<file path="src/rtl/au_sequencer.sv">
// Sequencer for the add/subtract unit: loads A and B over a shared bus, then captures sum/carry/ovf.
// Latency: a start accepted on edge k gives a done pulse in cycle k+4+AU_LAT (k+5 when AU_LAT=1).
// Backpressure: start is taken only while busy=0; a start seen while busy is dropped, never queued.
// Optional feature: define SATURATE_EN to clamp an overflowing result to signed saturation by A's sign.
module au_sequencer #(
    parameter int WIDTH  = 8,
    parameter int AU_LAT = 1
) (
    input  logic             CLK,
    input  logic             CLR,
    input  logic             start,
    input  logic             sub_in,
    input  logic [WIDTH-1:0] a_in,
    input  logic [WIDTH-1:0] b_in,
    output logic [WIDTH-1:0] op_bus,
    output logic             ld_a,
    output logic             ld_b,
    output logic             ld_o,
    output logic             au_sub,
    input  logic [WIDTH-1:0] au_sum,
    input  logic             au_carry,
    input  logic             au_ovf,
    output logic             busy,
    output logic             done,
    output logic [WIDTH-1:0] result,
    output logic             carry,
    output logic             ovf
);

    typedef enum logic [2:0] {
        S_IDLE    = 3'd0,
        S_LOAD_A  = 3'd1,
        S_LOAD_B  = 3'd2,
        S_WAIT    = 3'd3,
        S_CAPTURE = 3'd4,
        S_DONE    = 3'd5
    } state_t;

    // Counter is 4 bits wide, enough for the 1..15 cycle AU latency range.
    localparam logic [3:0] LAT = 4'(AU_LAT);

    state_t           state, state_nx;
    logic [WIDTH-1:0] a_r, b_r;
    logic             sub_r;
    logic [3:0]       cnt;

    // The opcode stays on the AU select line from LOAD_A through DONE.
    assign au_sub = sub_r;

    // State register; CLR aborts any operation immediately.
    always_ff @(posedge CLK or posedge CLR) begin
        if (CLR) state <= S_IDLE;
        else     state <= state_nx;
    end

    // Operands and opcode are latched only when a request is accepted.
    always_ff @(posedge CLK or posedge CLR) begin
        if (CLR) begin
            a_r   <= '0;
            b_r   <= '0;
            sub_r <= 1'b0;
        end else if (state == S_IDLE && start) begin
            a_r   <= a_in;
            b_r   <= b_in;
            sub_r <= sub_in;
        end
    end

    // Wait counter: loaded in LOAD_B, counts down to 1 while waiting for the AU.
    always_ff @(posedge CLK or posedge CLR) begin
        if (CLR)                              cnt <= '0;
        else if (state == S_LOAD_B)           cnt <= LAT;
        else if (state == S_WAIT && cnt > 1)  cnt <= cnt - 4'd1;
    end

    // Result capture from the AU; these registers move only in CAPTURE or on CLR.
    always_ff @(posedge CLK or posedge CLR) begin
        if (CLR) begin
            result <= '0;
            carry  <= 1'b0;
            ovf    <= 1'b0;
        end else if (state == S_CAPTURE) begin
`ifdef SATURATE_EN
            if (au_ovf)
                result <= a_r[WIDTH-1] ? {1'b1, {(WIDTH-1){1'b0}}}
                                       : {1'b0, {(WIDTH-1){1'b1}}};
            else
                result <= au_sum;
`else
            result <= au_sum;
`endif
            carry  <= au_carry;
            ovf    <= au_ovf;
        end
    end

    // Next-state and strobe decode; only one load strobe is active per state.
    always_comb begin
        state_nx = state;
        op_bus   = '0;
        ld_a     = 1'b0;
        ld_b     = 1'b0;
        ld_o     = 1'b0;
        done     = 1'b0;
        busy     = (state != S_IDLE);
        case (state)
            S_IDLE:    if (start) state_nx = S_LOAD_A;
            S_LOAD_A: begin
                op_bus   = a_r;
                ld_a     = 1'b1;
                state_nx = S_LOAD_B;
            end
            S_LOAD_B: begin
                op_bus   = b_r;
                ld_b     = 1'b1;
                state_nx = S_WAIT;
            end
            S_WAIT:    if (cnt <= 4'd1) state_nx = S_CAPTURE;
            S_CAPTURE: begin
                ld_o     = 1'b1;
                state_nx = S_DONE;
            end
            S_DONE: begin
                done     = 1'b1;
                state_nx = S_IDLE;
            end
            default:   state_nx = S_IDLE;
        endcase
    end

endmodule
</file>
<file path="config.mk">
export PLATFORM = sky130hd
export DESIGN_NAME = au_sequencer
export DESIGN_NICKNAME = d
export VERILOG_FILES = /design/src/rtl/au_sequencer.sv
export SDC_FILE = /design/constraint.sdc
export NUM_CORES = 1
export LEC_CHECK = 0
export ABC_AREA = 1
export CORE_UTILIZATION = 35
export DETAILED_ROUTE_END_ITERATION = 16
export SYNTH_ARGS = -nofsm -noshare
export SYNTH_HDL_FRONTEND = slang
export SYNTH_SLANG_ARGS = --single-unit
</file>
<file path="constraint.sdc">
create_clock -name CLK -period 2.1 [get_ports CLK]
set_input_delay 0.315 -clock CLK [delete_from_list [all_inputs] [get_ports CLK]]
set_output_delay 0.315 -clock CLK [all_outputs]
set_load 0.01 [all_outputs]
</file>
# Word-level counts from Yosys, hierarchy flattened
# Cells that the tools add are included.
[classes] add_sub_neg=1 magnitude_cmp=2 eq_ne=7 n_mux=10 reduce_logical=6
[ops] op="$pmux 8 s2" n=1
[ops] op="$pmux 3 s5" n=1
[ops] op="$mux 4" n=2
[ops] op="$eq 3x2->1 const B" n=2
[ops] op="$eq 3x3->1 const B" n=2
[ops] op="$mux 3" n=2
[ops] op="$gt 4x1->1 const B" n=1
[ops] op="$le 4x1->1 const B" n=1
[ops] op="$mux 1" n=4
[ops] op="$sub 4x1->4 const B" n=1
[ops] op="$eq 3x1->1 const B" n=1
[ops] op="$logic_not 3->1" n=1
[ops] op="$reduce_bool 3->1" n=1
[ops] op="$logic_and 1x1->1" n=2
[ops] op="$ne 2x1->1 const B" n=1
[ops] op="$ne 2x2->1 const B" n=1
[ops] op="$reduce_and 2->1" n=1
[ops] op="$reduce_bool 2->1" n=1
[totals] register_bits=34 input_bits=30 out_inout_bits=24 word_cells=34

# Depth between registers and ports, before layout
[depth] depth_word=4 ltp_mapped=8 mapped_depth_nobuf=7

# Worst setup path after synthesis
# OpenSTA, ideal clock, no wires.
[synth_timing] path_kind="register -> output" start="register state[2]" end="output port op_bus[5]" arrival_time_ns=1.152 t_required_ns=1.785 setup_slack_ns=0.633 stages_incl_launch_ff=5 n_path_buf=1 cell_sequence="dfrtp_1 nor2_1 nand2_1 buf_6 o21ai_0"
[synth_via] elab_chain_len=2 word_cells_on_any_way=3 cone_classes="2 x eq/ne; 1 x mux"
[synth_rtl] element="from (decl)" line_no="42" source="state_t state, state_nx;"
[synth_rtl] element="from (signal assigned)" line_no="53" source="else state <= state_nx;"
[synth_rtl] element="$eq 3x2->1 / $eq 3x1->1 (equally long branches)" line_no="106" source="case (state)"
[synth_rtl] element="$pmux 8 s2 (*)" line_no="106"
[synth_rtl] element="to (decl)" line_no="15" source="output logic [WIDTH-1:0] op_bus,"
# Mark *: on every way between the ends. The rest lies on a longest branch, timed or not.

# Worst setup path in the final report
[layout_timing] start="register state[0]" end="output port op_bus[4]"
# The elaborated chain is that of the path after synthesis.

==> flow_metrics.py <==
metrics = {
    "run_status": {
        "status": "finished, final reports clean",
    },
    "worst_setup_path": {
        "crit_arrival_ps": 1700,
        "reg2regPathDepth": 6,
        "cp-endpoint": "op_bus[4]",
        "criticalPathCategory": "flop to primary output",
        "cp_max_fo": 8,
        "startpoint_type": "flop",
        "r2r_slack_ps": 690,
        "critPathRequiredTime_ps": 1780,
        "timing.rr.end": "cnt[0]$_DFFE_PP0P_",
        "cpPeakStageDelay_ps": 550,
        "crit_path_end_kind": "primary output",
        "slowest_stage": "clkdlybuf4s50_1",
        "cp_cell_sequence": "nor2_2, nand2_2, o22ai_1, clkdlybuf4s50_1",
        "r2r-start": "cnt[0]$_DFFE_PP0P_",
        "startpoint": "state[0]$_DFFE_PP0P_",
    },
    "clock_network": {
        "post_cts_buffers": 0,
        "max-clock-path-buffers": 2,
        "cts_num_sinks": 34,
        "clk_latency_ps": 280,
        "cts.clk_slew.worst_paths_ps": 70,
        "cts_root_buf": "clkbuf_8",
        "holdBufCountCts": 0,
        "cts.htree.levels": 2,
        "cts_tree": "built",
        "cts-buffers-inserted": 5,
    },
    "floorplan": {
        "coreArea_um2": 4354,
        "die_x_um": 69.44,
        "num_io_pins": 54,
        "fp-row-count": 24,
        "start_util_pct": 36.55,
        "die_area_um2": 4821,
        "die_y_um": 69.44,
    },
    "logic_synthesis": {
        "synth.distinct_cells": 19,
        "yosysSeqAreaShare_pct": 53.46,
        "yosys_most_used_dff": "dfrtp_1",
        "synth_seq_cells": 34,
        "synth_edf_count": 0,
        "synthArstFlopShare_pct": 100.0,
        "yosysMostFrequentCell": "nand2_1",
        "synthTopCellsByCount": "nand2_1 (55), dfrtp_1 (34), inv_1 (24), nor2_1 (19), nand3_1 (14)",
        "synth_top_cell_area_share_pct": 53.46,
        "synth_area_leader_cell": "dfrtp_1",
        "syn_nets": 220,
        "syn-cell-area_um2": 1592,
        "synth.avg_cell_area_um2": 8.466,
        "synth_warnings": 0,
        "syn_inst": 188,
        "synth_area_leaders": "dfrtp_1 (53%), nand2_1 (13%), inv_1 (5.7%)",
    },
    "routing": {
        "drc": 0,
        "wirelength_mm": 3.479,
        "ant_nets": 0,
        "num_vias": 1373,
        "wl_per_cell_um": 11.52,
        "dr.pass1.iters": 4,
        "first_iter_violations": 62,
        "vias_per_cell": 4.546,
    },
    "finish": {
        "nFillCells": 416,
        "nets": 281,
        "drive_above_1_share_pct": 11.60,
        "diodes": 0,
        "syn2layout_area_growth_pct": 44.50,
    },
    "global_routing": {
        "grt.overflow.total": 0,
        "grt_start_max_net_pins": 30,
        "groute.usage.overall_pct": 15.98,
        "first_global_vias": 1282,
        "antenna_found_initial": 0,
        "grt_pass1_wl_mm": 5.996,
    },
    "job": {
        "maxCapViolations": 0,
    },
    "sta": {
        "fin_tns_setup_ps": 0,
        "finalCritPeriodShare_pct": 96.18,
        "fmax_mhz": 495.1,
        "period_minus_slack_ps": 2020,
        "fin_skew_ps": 1.657,
        "hold_viol": 0,
        "worst_slew_pin_slew_ps": 593.8,
        "hold_ws_ps": 397.0,
        "final-setup-viol-count": 0,
        "final_max_slew_viol_count": 0,
        "grt_setup_unrepaired": "no",
        "slew_headroom_pct": 60.37,
        "final.setup.worst_slack_ps": 80.28,
    },
    "pwr": {
        "finalPower_mw": 3.006,
        "p_leak_nw": 1.214,
        "power.density_nw_per_um2": 1307,
        "irDropWorstVdd_mv": 0.5544,
    },
    "hold_path": {
        "hold_class": "primary input to async pin",
    },
    "place": {
        "io_buffers": 53,
        "dpl.hpwl_mm": 2.593,
        "gp_congestion": 0.7442,
        "place_ws_ps": 137.3,
    },
}
[critical path: cells and delay by family (launching register included)]
kind,cells,cell delay [ps]
and+or+nand+nor,2,270
DFF,1,430
buffers and inverters,1,550
AOI/OAI and AO/OA,1,170
[report_power, final]
| group | switching, mW | total [mW] | internal, mW | leakage (nW) |
|---|---|---|---|---|
| Combinational | 0.743 | 1.44 | 0.699 | 0.766 |
| Sequential | 0.139 | 1.07 | 0.931 | 0.400 |
| Clock | 0.229 | 0.493 | 0.264 | 0.0482 |
[per-layer routing]
layer	wire (um)	vias up	GRT usage (%)
li1	-	709	-
met1	1732	628	22.21
met2	1534	29	23.52
met3	147	7	3.779
met4	65	0	7.483
met5	0	-	0
[logic make-up after synthesis]
kind of cell	share of synthesized area [%]
flops	53.46
fa+ha+maj	1.572
buf+inv	9.434
simple gates	25.94
compound gates	9.040
xor+xnor	0.5504
[registers in the layout, summed over array words and instances (netlist names)]
register and count:
carry 1, result 8, b_r 8, a_r 8, au_sub 1, cnt 4
ovf 1, state 3
[cells in the final DEF (no fill, tap or decap), drive strengths merged, types with 2 or more instances in the layout]
cell / synthesis / layout
a21oi: 13 / 13
buf: 6 / 7
clkbuf: 0 / 7
clkdlybuf4s50: 0 / 46
dfrtp: 34 / 34
dlygate4sd2: 0 / 6
ha: 2 / 2
inv: 27 / 27
nand2: 58 / 58
nand3: 14 / 14
nor2: 20 / 20
o21ai: 7 / 7
o22ai: 4 / 4
[worst min-delay path by stage]
stage / start / end / depth (start not counted)
floorplan: au_carry / carry$_DFFE_PP0N_ / 2
global placement: au_sub$_DFFE_PP0P_ / au_sub$_DFFE_PP0P_ / 2
detailed placement: result[2]$_DFFE_PP0N_ / result[2]$_DFFE_PP0N_ / 2
CTS: CLR / result[2]$_DFFE_PP0N_ / 2
global route: CLR / result[4]$_DFFE_PP0N_ / 2
finish: CLR / result[4]$_DFFE_PP0N_ / 2
[metrics by stage]
step / utilization, % / instances / instance area, um^2
2_1_floorplan: - / 188 / 1592
3_3_place_gp: 50.60 / 294 / 2203
5_1_grt: 52.82 / 302 / 2300
4_1_cts: 52.70 / 302 / 2295
3_5_place_dp: 50.60 / 294 / 2203
6_report: 52.82 / 302 / 2300
[area by class of cell]
class	count	area, um^2	area share [%]
flip-flops and latches	34	850.8	37.00
multi-input cells	121	600.6	26.12
repair buffers	60	590.6	25.68
inverters	27	101.3	4.407
clock buffers	7	86.33	3.754
well taps	52	65.06	2.829
clock inverters	1	5.005	0.2176
[repair_timing]
item / 4_1_cts / 5_1_grt
cloned: 0 / 0
setup endpoints to repair: 8 / 2
gates resized for setup: 8 / 2
Note: power is estimated with default switching activity, not from simulation.
